File: src/rtl/timer_bank_pkg.sv
// timer_bank_pkg
//   Shared constants for the timer bank: register word offsets within a
//   channel, CTRL bit positions, MODE encodings and the channel stride.
//   No ports; imported by timer_channel and timer_bank.
package timer_bank_pkg;

  // Word offsets inside one channel's register window
  localparam int OFF_CTRL   = 0;
  localparam int OFF_PRESET = 1;
  localparam int OFF_COUNT  = 2;

  // Each channel occupies this many consecutive words
  localparam int CH_STRIDE  = 4;

  // CTRL bit positions
  localparam int CTRL_EN       = 0;
  localparam int CTRL_MODE_LSB = 1;
  localparam int CTRL_MODE_MSB = 2;
  localparam int CTRL_IM       = 3;
  localparam int CTRL_PEND     = 4;
  localparam int CTRL_W        = 5;

  // MODE encodings; 2'b1x is reserved and behaves as one-shot
  localparam logic [1:0] MODE_ONESHOT = 2'b00;
  localparam logic [1:0] MODE_RELOAD  = 2'b01;

endpackage

File: src/rtl/timer_bank_if.sv
// timer_bank_if
//   Peripheral-bus signals between the CPU bridge and the timer bank.
//   sel   : device select from the bridge
//   addr  : word offset within the device (byte address bits [6:2])
//   we    : write strobe, qualified by sel
//   be    : byte enables; only full-word writes take effect
//   wd    : write data
//   rd    : read data, combinational from addr
//   Modports: master (bridge side), slave (device side).
interface timer_bank_if;
  logic        sel;
  logic [4:0]  addr;
  logic        we;
  logic [3:0]  be;
  logic [31:0] wd;
  logic [31:0] rd;

  modport master (output sel, addr, we, be, wd, input rd);
  modport slave  (input sel, addr, we, be, wd, output rd);
endinterface

File: src/rtl/timer_bank_channel.sv
// timer_channel
//   One down-counting timer: CTRL (EN, MODE, IM, PEND), PRESET and COUNT
//   registers plus expiry and interrupt logic.
//   clk, reset     : clock, async active-low reset
//   ctrl_we        : full-word write to this channel's CTRL
//   preset_we      : full-word write to this channel's PRESET (also loads COUNT)
//   wd             : bus write data
//   ctrl           : {PEND, IM, MODE, EN} for readback
//   preset, count  : register values for readback
//   irq            : PEND & IM
module timer_channel
  import timer_bank_pkg::*;
#(
  parameter int CNT_W = 32
) (
  input  logic              clk,
  input  logic              reset,
  input  logic              ctrl_we,
  input  logic              preset_we,
  input  logic [31:0]       wd,
  output logic [CTRL_W-1:0] ctrl,
  output logic [CNT_W-1:0]  preset,
  output logic [CNT_W-1:0]  count,
  output logic              irq
);

  logic       en;
  logic [1:0] mode;
  logic       im;
  logic       pend;

  logic             expire;
  logic             reload;
  logic [CNT_W-1:0] wdCnt;
  logic             unusedWd;

  assign wdCnt    = wd[CNT_W-1:0];
  assign unusedWd = ^wd;

  // Expiry happens in the cycle COUNT sits at 1 with the timer running;
  // the PEND/reload/stop effects land on the following edge.
  assign expire = en && (count == CNT_W'(1));
  assign reload = (mode == MODE_RELOAD);

  always_ff @(posedge clk or negedge reset) begin
    if (!reset) begin
      en     <= 1'b0;
      mode   <= MODE_ONESHOT;
      im     <= 1'b0;
      pend   <= 1'b0;
      preset <= '0;
      count  <= '0;
    end else begin
      // A PRESET write overrides whatever the count would have done.
      if (preset_we) begin
        preset <= wdCnt;
        count  <= wdCnt;
      end else if (expire) begin
        count <= reload ? preset : '0;
      end else if (en && (count != '0)) begin
        count <= count - CNT_W'(1);
      end

      // A written EN beats the one-shot auto-clear.
      if (ctrl_we) begin
        en   <= wd[CTRL_EN];
        mode <= wd[CTRL_MODE_MSB:CTRL_MODE_LSB];
        im   <= wd[CTRL_IM];
      end else if (expire && !reload) begin
        en <= 1'b0;
      end

      // Expiry wins over a simultaneous write-1-to-clear.
      if (expire) begin
        pend <= 1'b1;
      end else if (ctrl_we && wd[CTRL_PEND]) begin
        pend <= 1'b0;
      end
    end
  end

  always_comb begin
    ctrl                              = '0;
    ctrl[CTRL_EN]                     = en;
    ctrl[CTRL_MODE_MSB:CTRL_MODE_LSB] = mode;
    ctrl[CTRL_IM]                     = im;
    ctrl[CTRL_PEND]                   = pend;
  end

  assign irq = pend & im;

endmodule

File: src/rtl/timer_bank.sv
// timer_bank
//   Bank of NCH down-counting timers on the peripheral bus. Holds the
//   address decode, read mux and irq concatenation; the per-channel
//   registers live in timer_channel.
//   clk    : system clock, rising edge
//   reset  : asynchronous active-low reset
//   bus    : peripheral bus slave (sel, addr, we, be, wd, rd)
//   irq    : per-channel interrupt requests, drives HWInt
module timer_bank
  import timer_bank_pkg::*;
#(
  parameter int NCH   = 6,
  parameter int CNT_W = 32
) (
  input  logic           clk,
  input  logic           reset,
  timer_bank_if.slave    bus,
  output logic [NCH-1:0] irq
);

  logic                 writeOk;
  logic [NCH-1:0]       ctrlWe;
  logic [NCH-1:0]       presetWe;
  logic [CTRL_W-1:0]    ctrlArr   [NCH];
  logic [CNT_W-1:0]     presetArr [NCH];
  logic [CNT_W-1:0]     countArr  [NCH];
  logic [31:0]          rdVal;

  assign writeOk = bus.sel && bus.we && (bus.be == 4'b1111);

  for (genvar g = 0; g < NCH; g++) begin : gCh
    assign ctrlWe[g]   = writeOk && (bus.addr == 5'(g * CH_STRIDE + OFF_CTRL));
    assign presetWe[g] = writeOk && (bus.addr == 5'(g * CH_STRIDE + OFF_PRESET));

    timer_channel #(.CNT_W(CNT_W)) uCh (
      .clk       (clk),
      .reset     (reset),
      .ctrl_we   (ctrlWe[g]),
      .preset_we (presetWe[g]),
      .wd        (bus.wd),
      .ctrl      (ctrlArr[g]),
      .preset    (presetArr[g]),
      .count     (countArr[g]),
      .irq       (irq[g])
    );
  end

  // Offsets that match no channel register (reserved words and anything
  // past the last channel) fall through to zero.
  always_comb begin
    rdVal = '0;
    for (int i = 0; i < NCH; i++) begin
      if (bus.addr == 5'(i * CH_STRIDE + OFF_CTRL))   rdVal = 32'(ctrlArr[i]);
      if (bus.addr == 5'(i * CH_STRIDE + OFF_PRESET)) rdVal = 32'(presetArr[i]);
      if (bus.addr == 5'(i * CH_STRIDE + OFF_COUNT))  rdVal = 32'(countArr[i]);
    end
  end

  assign bus.rd = rdVal;

endmodule

File: src/flat_wrapper.sv
// flat-port wrapper written by rule: the top's interface ports become plain ports
module timer_bank_flat import timer_bank_pkg::*;
#(
  parameter int NCH   = 6,
  parameter int CNT_W = 32
)
  (clk, reset, irq, bus_sel, bus_addr, bus_we, bus_be, bus_wd, bus_rd);
  timer_bank_if bus_i ();
  input  logic clk;
  input  logic reset;
  output logic [NCH-1:0] irq;
  input wire logic [$bits(bus_i.sel)-1:0] bus_sel;
  input wire logic [$bits(bus_i.addr)-1:0] bus_addr;
  input wire logic [$bits(bus_i.we)-1:0] bus_we;
  input wire logic [$bits(bus_i.be)-1:0] bus_be;
  input wire logic [$bits(bus_i.wd)-1:0] bus_wd;
  output wire logic [$bits(bus_i.rd)-1:0] bus_rd;
  assign bus_i.sel = bus_sel;
  assign bus_i.addr = bus_addr;
  assign bus_i.we = bus_we;
  assign bus_i.be = bus_be;
  assign bus_i.wd = bus_wd;
  assign bus_rd = bus_i.rd;
  timer_bank #(.NCH(NCH), .CNT_W(CNT_W)) u_core (.clk(clk), .reset(reset), .bus(bus_i), .irq(irq));
endmodule
File: config.mk
export PLATFORM = sky130hd
export DESIGN_NAME = timer_bank_flat
export DESIGN_NICKNAME = d
export VERILOG_FILES = /design/src/rtl/timer_bank_pkg.sv /design/src/rtl/timer_bank_if.sv /design/src/rtl/timer_bank_channel.sv /design/src/rtl/timer_bank.sv /design/src/flat_wrapper.sv
export SDC_FILE = /design/constraint.sdc
export NUM_CORES = 1
export LEC_CHECK = 0
export BUFFER_PORTS_ARGS = -buffer_cell sky130_fd_sc_hd__buf_2
export CAP_MARGIN = 20
export CELL_PAD_IN_SITES_DETAIL_PLACEMENT = 1
export CELL_PAD_IN_SITES_GLOBAL_PLACEMENT = 2
export CORE_MARGIN = 4
export CORE_UTILIZATION = 42
export CTS_BUF_LIST = sky130_fd_sc_hd__clkbuf_16
export DETAILED_ROUTE_END_ITERATION = 10
export PLACE_DENSITY_LB_ADDON = 0.1
export SLEW_MARGIN = 20
export SYNTH_ARGS = -nofsm -noshare
export SYNTH_HDL_FRONTEND = slang
export SYNTH_SLANG_ARGS = --single-unit
File: constraint.sdc
create_clock -name clk -period 7.5 [get_ports clk]
set_input_delay 2.25 -clock clk [delete_from_list [all_inputs] [get_ports clk]]
set_output_delay 2.25 -clock clk [all_outputs]
set_load 0.01 [all_outputs]
==> impl_metrics.env <==
export IMPL_critPathRequiredTime_ns=5.25
export IMPL_relSlewSlack_pct=23.7
export IMPL_grt_pass1_wl_mm=192
export IMPL_finalSetupTns_ns=0
export IMPL_path_class="input pin to output port"
export IMPL_synth_area_um2=26000
export IMPL_outcome="finished clean"
export IMPL_dpl_cell_area_um2=27200
export IMPL_gp_congestion=0.986
export IMPL_skew_ns=0.0194
export IMPL_htree_levels=2
export IMPL_wl_per_cell_um=32.4
export IMPL_cts_tree="built"
export IMPL_place_hpwl_mm=95.1
export IMPL_ys_ff_latch=414
export IMPL_final_antenna_net_count=0
export IMPL_synthesis_instances=3175
export IMPL_setup_violations_final=0
export IMPL_slew_violations=0
export IMPL_drive_gt1_share_pct=10.5
export IMPL_top_layer_used="met4"
export IMPL_hold_violations=0
export IMPL_ys_seq_area_share_pct=39.8
export IMPL_antenna_found_initial=5
export IMPL_cts_buffers=52
export IMPL_final_net_count=3193
export IMPL_clockRootBuffer="clkbuf_16"
export IMPL_synth_edf_count=0
export IMPL_post_cts_buffers=0
export IMPL_worstSetupStartpointType="input pin"
export IMPL_worstSkewPairLatency_ns=0.61
export IMPL_drt_first_iter_violations=3377
export IMPL_grt_overflow=0
export IMPL_yosysTopAreaCell="dfrtp_1"
export IMPL_cts_sinks=414
export IMPL_crit_fanout=27
export IMPL_cts_resized=0
export IMPL_grt_pass1_vias=27688
export IMPL_synth_main_ff_cell="dfrtp_1"
export IMPL_portBuffers=82
export IMPL_wl_met1_mm=55.3
export IMPL_peakVddDrop_v=0.000173
export IMPL_wl_met2_mm=56.9
export IMPL_drv_cap=0
export IMPL_nFillCells=7314
export IMPL_vias=27840
export IMPL_die_x_um=257
export IMPL_synth_area_leaders="dfrtp_1 (40%), nand2_1 (9.2%), nor2_1 (3.3%), a22oi_1 (3.0%), clkbuf_1 (2.8%)"
export IMPL_drc=0
export IMPL_power_density_nw_per_um2=255
export IMPL_wl_met3_mm=11.0
export IMPL_grt_max_degree=137
export IMPL_postLayoutCellArea_um2=28800
export IMPL_first_pass_iters=6
export IMPL_min_period_ns=7.09
export IMPL_r2r_slack_ns=3.20
export IMPL_io_pins=83
export IMPL_area_growth_pct=10.7
export IMPL_avgViaCountPerCell=6.93
export IMPL_synth_top_area_share_pct=39.8
export IMPL_hp_class="register to register"
export IMPL_ys_warn_count=0
export IMPL_initial_core_util_pct=42.3
export IMPL_row_count=91
export IMPL_dieArea_um2=66100
export IMPL_core_area_um2=61600
export IMPL_wl_mm=130
export IMPL_syn_nets=3232
export IMPL_grt_use_total_pct=38.3
export IMPL_fin_crit_sh_pct=94.6
export IMPL_grt_setup_unrepaired="false"
export IMPL_path_clk_slew_ns=0.06
export IMPL_hold_buffers=0
export IMPL_cp_end_kind="output port"
export IMPL_clk_path_buf_depth=3
export IMPL_power_leakage_nw=12.9
export IMPL_avgSynthCellArea_um2=8.20
export IMPL_critPathArrivalTime_ns=4.84
export IMPL_synth_cell_types=91
export IMPL_worstMarginPinSlew_ns=1.14
export IMPL_fmax_mhz=141
export IMPL_die_h_um=257
export IMPL_synthArstFlopShare_pct=100
-- cell type report --
type	instances	area, µm²	share of cell area [%]
clock inverters	42	256	0.890
clock buffers	53	1330	4.60
multi-input cells	2453	14500	50.3
flip-flops and latches	414	10400	35.9
inverters	48	180	0.625
repair buffers	167	1130	3.93
diodes	5	12.5	0.0434
well taps	837	1050	3.63
-- final timing paths --
kind                                                    startpoint                                      end  depth (start not counted)
setup / recovery                                       bus_addr[0]                               bus_rd[30]                          9
hold / removal             u_core.gCh[5].uCh.preset[8]$_DFFE_PN0P_  u_core.gCh[5].uCh.preset[8]$_DFFE_PN0P_                          2
setup reg to reg           u_core.gCh[4].uCh.count[27]$_DFFE_PN0P_  u_core.gCh[4].uCh.count[25]$_DFFE_PN0P_                          7
hold reg to reg            u_core.gCh[5].uCh.preset[8]$_DFFE_PN0P_  u_core.gCh[5].uCh.preset[8]$_DFFE_PN0P_                          2
max in group asynchronous                                    reset  u_core.gCh[3].uCh.count[13]$_DFFE_PN0P_                          2
min in group asynchronous                                    reset  u_core.gCh[1].uCh.count[23]$_DFFE_PN0P_                          1
-- logic make-up (layout without fill, tap and decap cells) --
logic type / after synthesis / in the layout / share of synthesized area (%)
AO/OA/AOI/OAI: 940 / 940 / 26.1
XOR/XNOR: 21 / 21 / 0.706
adder cells (fa/ha/maj): 12 / 12 / 0.577
buffers and inverters: 308 / 310 / 5.05
flip-flops: 414 / 414 / 39.8
multiplexers: 26 / 26 / 1.09
other: 0 / 5 / 0
AND/OR/NAND/NOR: 1454 / 1454 / 26.7
-- cell usage after synthesis, types with 30 or more instances --
cell      count
a21oi_1     143
inv_1        46
nand4_1      63
a22oi_1     104
buf_2        30
o211ai_1     42
nor3_1      108
nor4_1       61
and2_1       57
a22o_1       38
dfrtp_1     414
nand3_1      88
a31oi_1      47
clkbuf_1    192
nand2_1     641
or4_1        38
a21o_1       54
a221oi_1     80
nor2_1      228
o21ai_0     132
-- power by group --
| group | total (W) | leakage (nW) | switching [W] | internal, W |
|---|---|---|---|---|
| clock network | 0.00242 | 0.835 | 0.00105 | 0.00137 |
| logic | 0.00164 | 6.72 | 0.00102 | 0.000620 |
| registers | 0.00328 | 5.39 | 0.000727 | 0.00256 |
| total | 0.00735 | 12.9 | 0.00280 | 0.00455 |
-- routing by layer --
metal,vias to the layer above,track usage [%]
met5,-,0
met4,0,17.0
met3,336,6.10
met2,1515,57.7
met1,14204,54.5
li1,11785,-
-- critical path, cell delays in order --
cell and delay, ns:
buf_2 0.41, nor2b_2 0.62, buf_12 0.26, a21o_1 0.14, a222oi_1 0.06, nor2_1 0.20
a2111oi_0 0.13, o31ai_1 0.52, buf_2 0.23
-- through the flow --
| stage | hold slack [ns] | power (W) | std cells | utilization (%) | setup slack [ns] |
|---|---|---|---|---|---|
| after detailed placement | 0.486 | 0.00488 | 3919 | 44.2 | 0.472 |
| after global placement | 0.479 | 0.00478 | 3917 | 44.1 | 0.505 |
| final | 0.499 | 0.00735 | 4019 | 46.8 | 0.408 |
| after CTS | 0.502 | 0.00731 | 4014 | 46.7 | 0.470 |
| after global routing | 0.533 | 0.00767 | 4014 | 46.8 | 0.310 |
| after floorplan | 0.456 | 0.00409 | 3175 | - | 1.23 |
-- layout by cell type (no fill, tap or decap), types with 18 or more instances in the layout --
cell,synthesis,final
a2111oi_0,28,28
a211oi_1,27,26
a21o_1,54,54
a21oi_1,143,142
a221oi_1,80,80
a22o_1,38,38
a22oi_1,104,104
a2bb2oi_1,19,19
a31oi_1,47,47
and2_1,57,56
and3_1,24,24
buf_2,30,81
buf_4,12,78
clkbuf_16,0,53
dfrtp_1,414,414
inv_1,46,61
mux2_2,19,19
nand2_1,641,641
nand3_1,88,88
nand4_1,63,63
nand4b_1,18,18
nor2_1,228,223
nor3_1,108,104
nor4_1,61,54
o211ai_1,42,42
o21a_1,26,26
o21ai_0,132,132
or3_1,28,28
or4_1,38,38
-- registers in the layout, summed over array words and instances (netlist names) --
signal / cells
u_core.gCh.uCh.mode: 12
u_core.gCh.uCh.pend: 6
u_core.gCh.uCh.count: 192
u_core.gCh.uCh.im: 6
u_core.gCh.uCh.preset: 192
u_core.gCh.uCh.en: 6
Power figures use the tool's default switching activity.
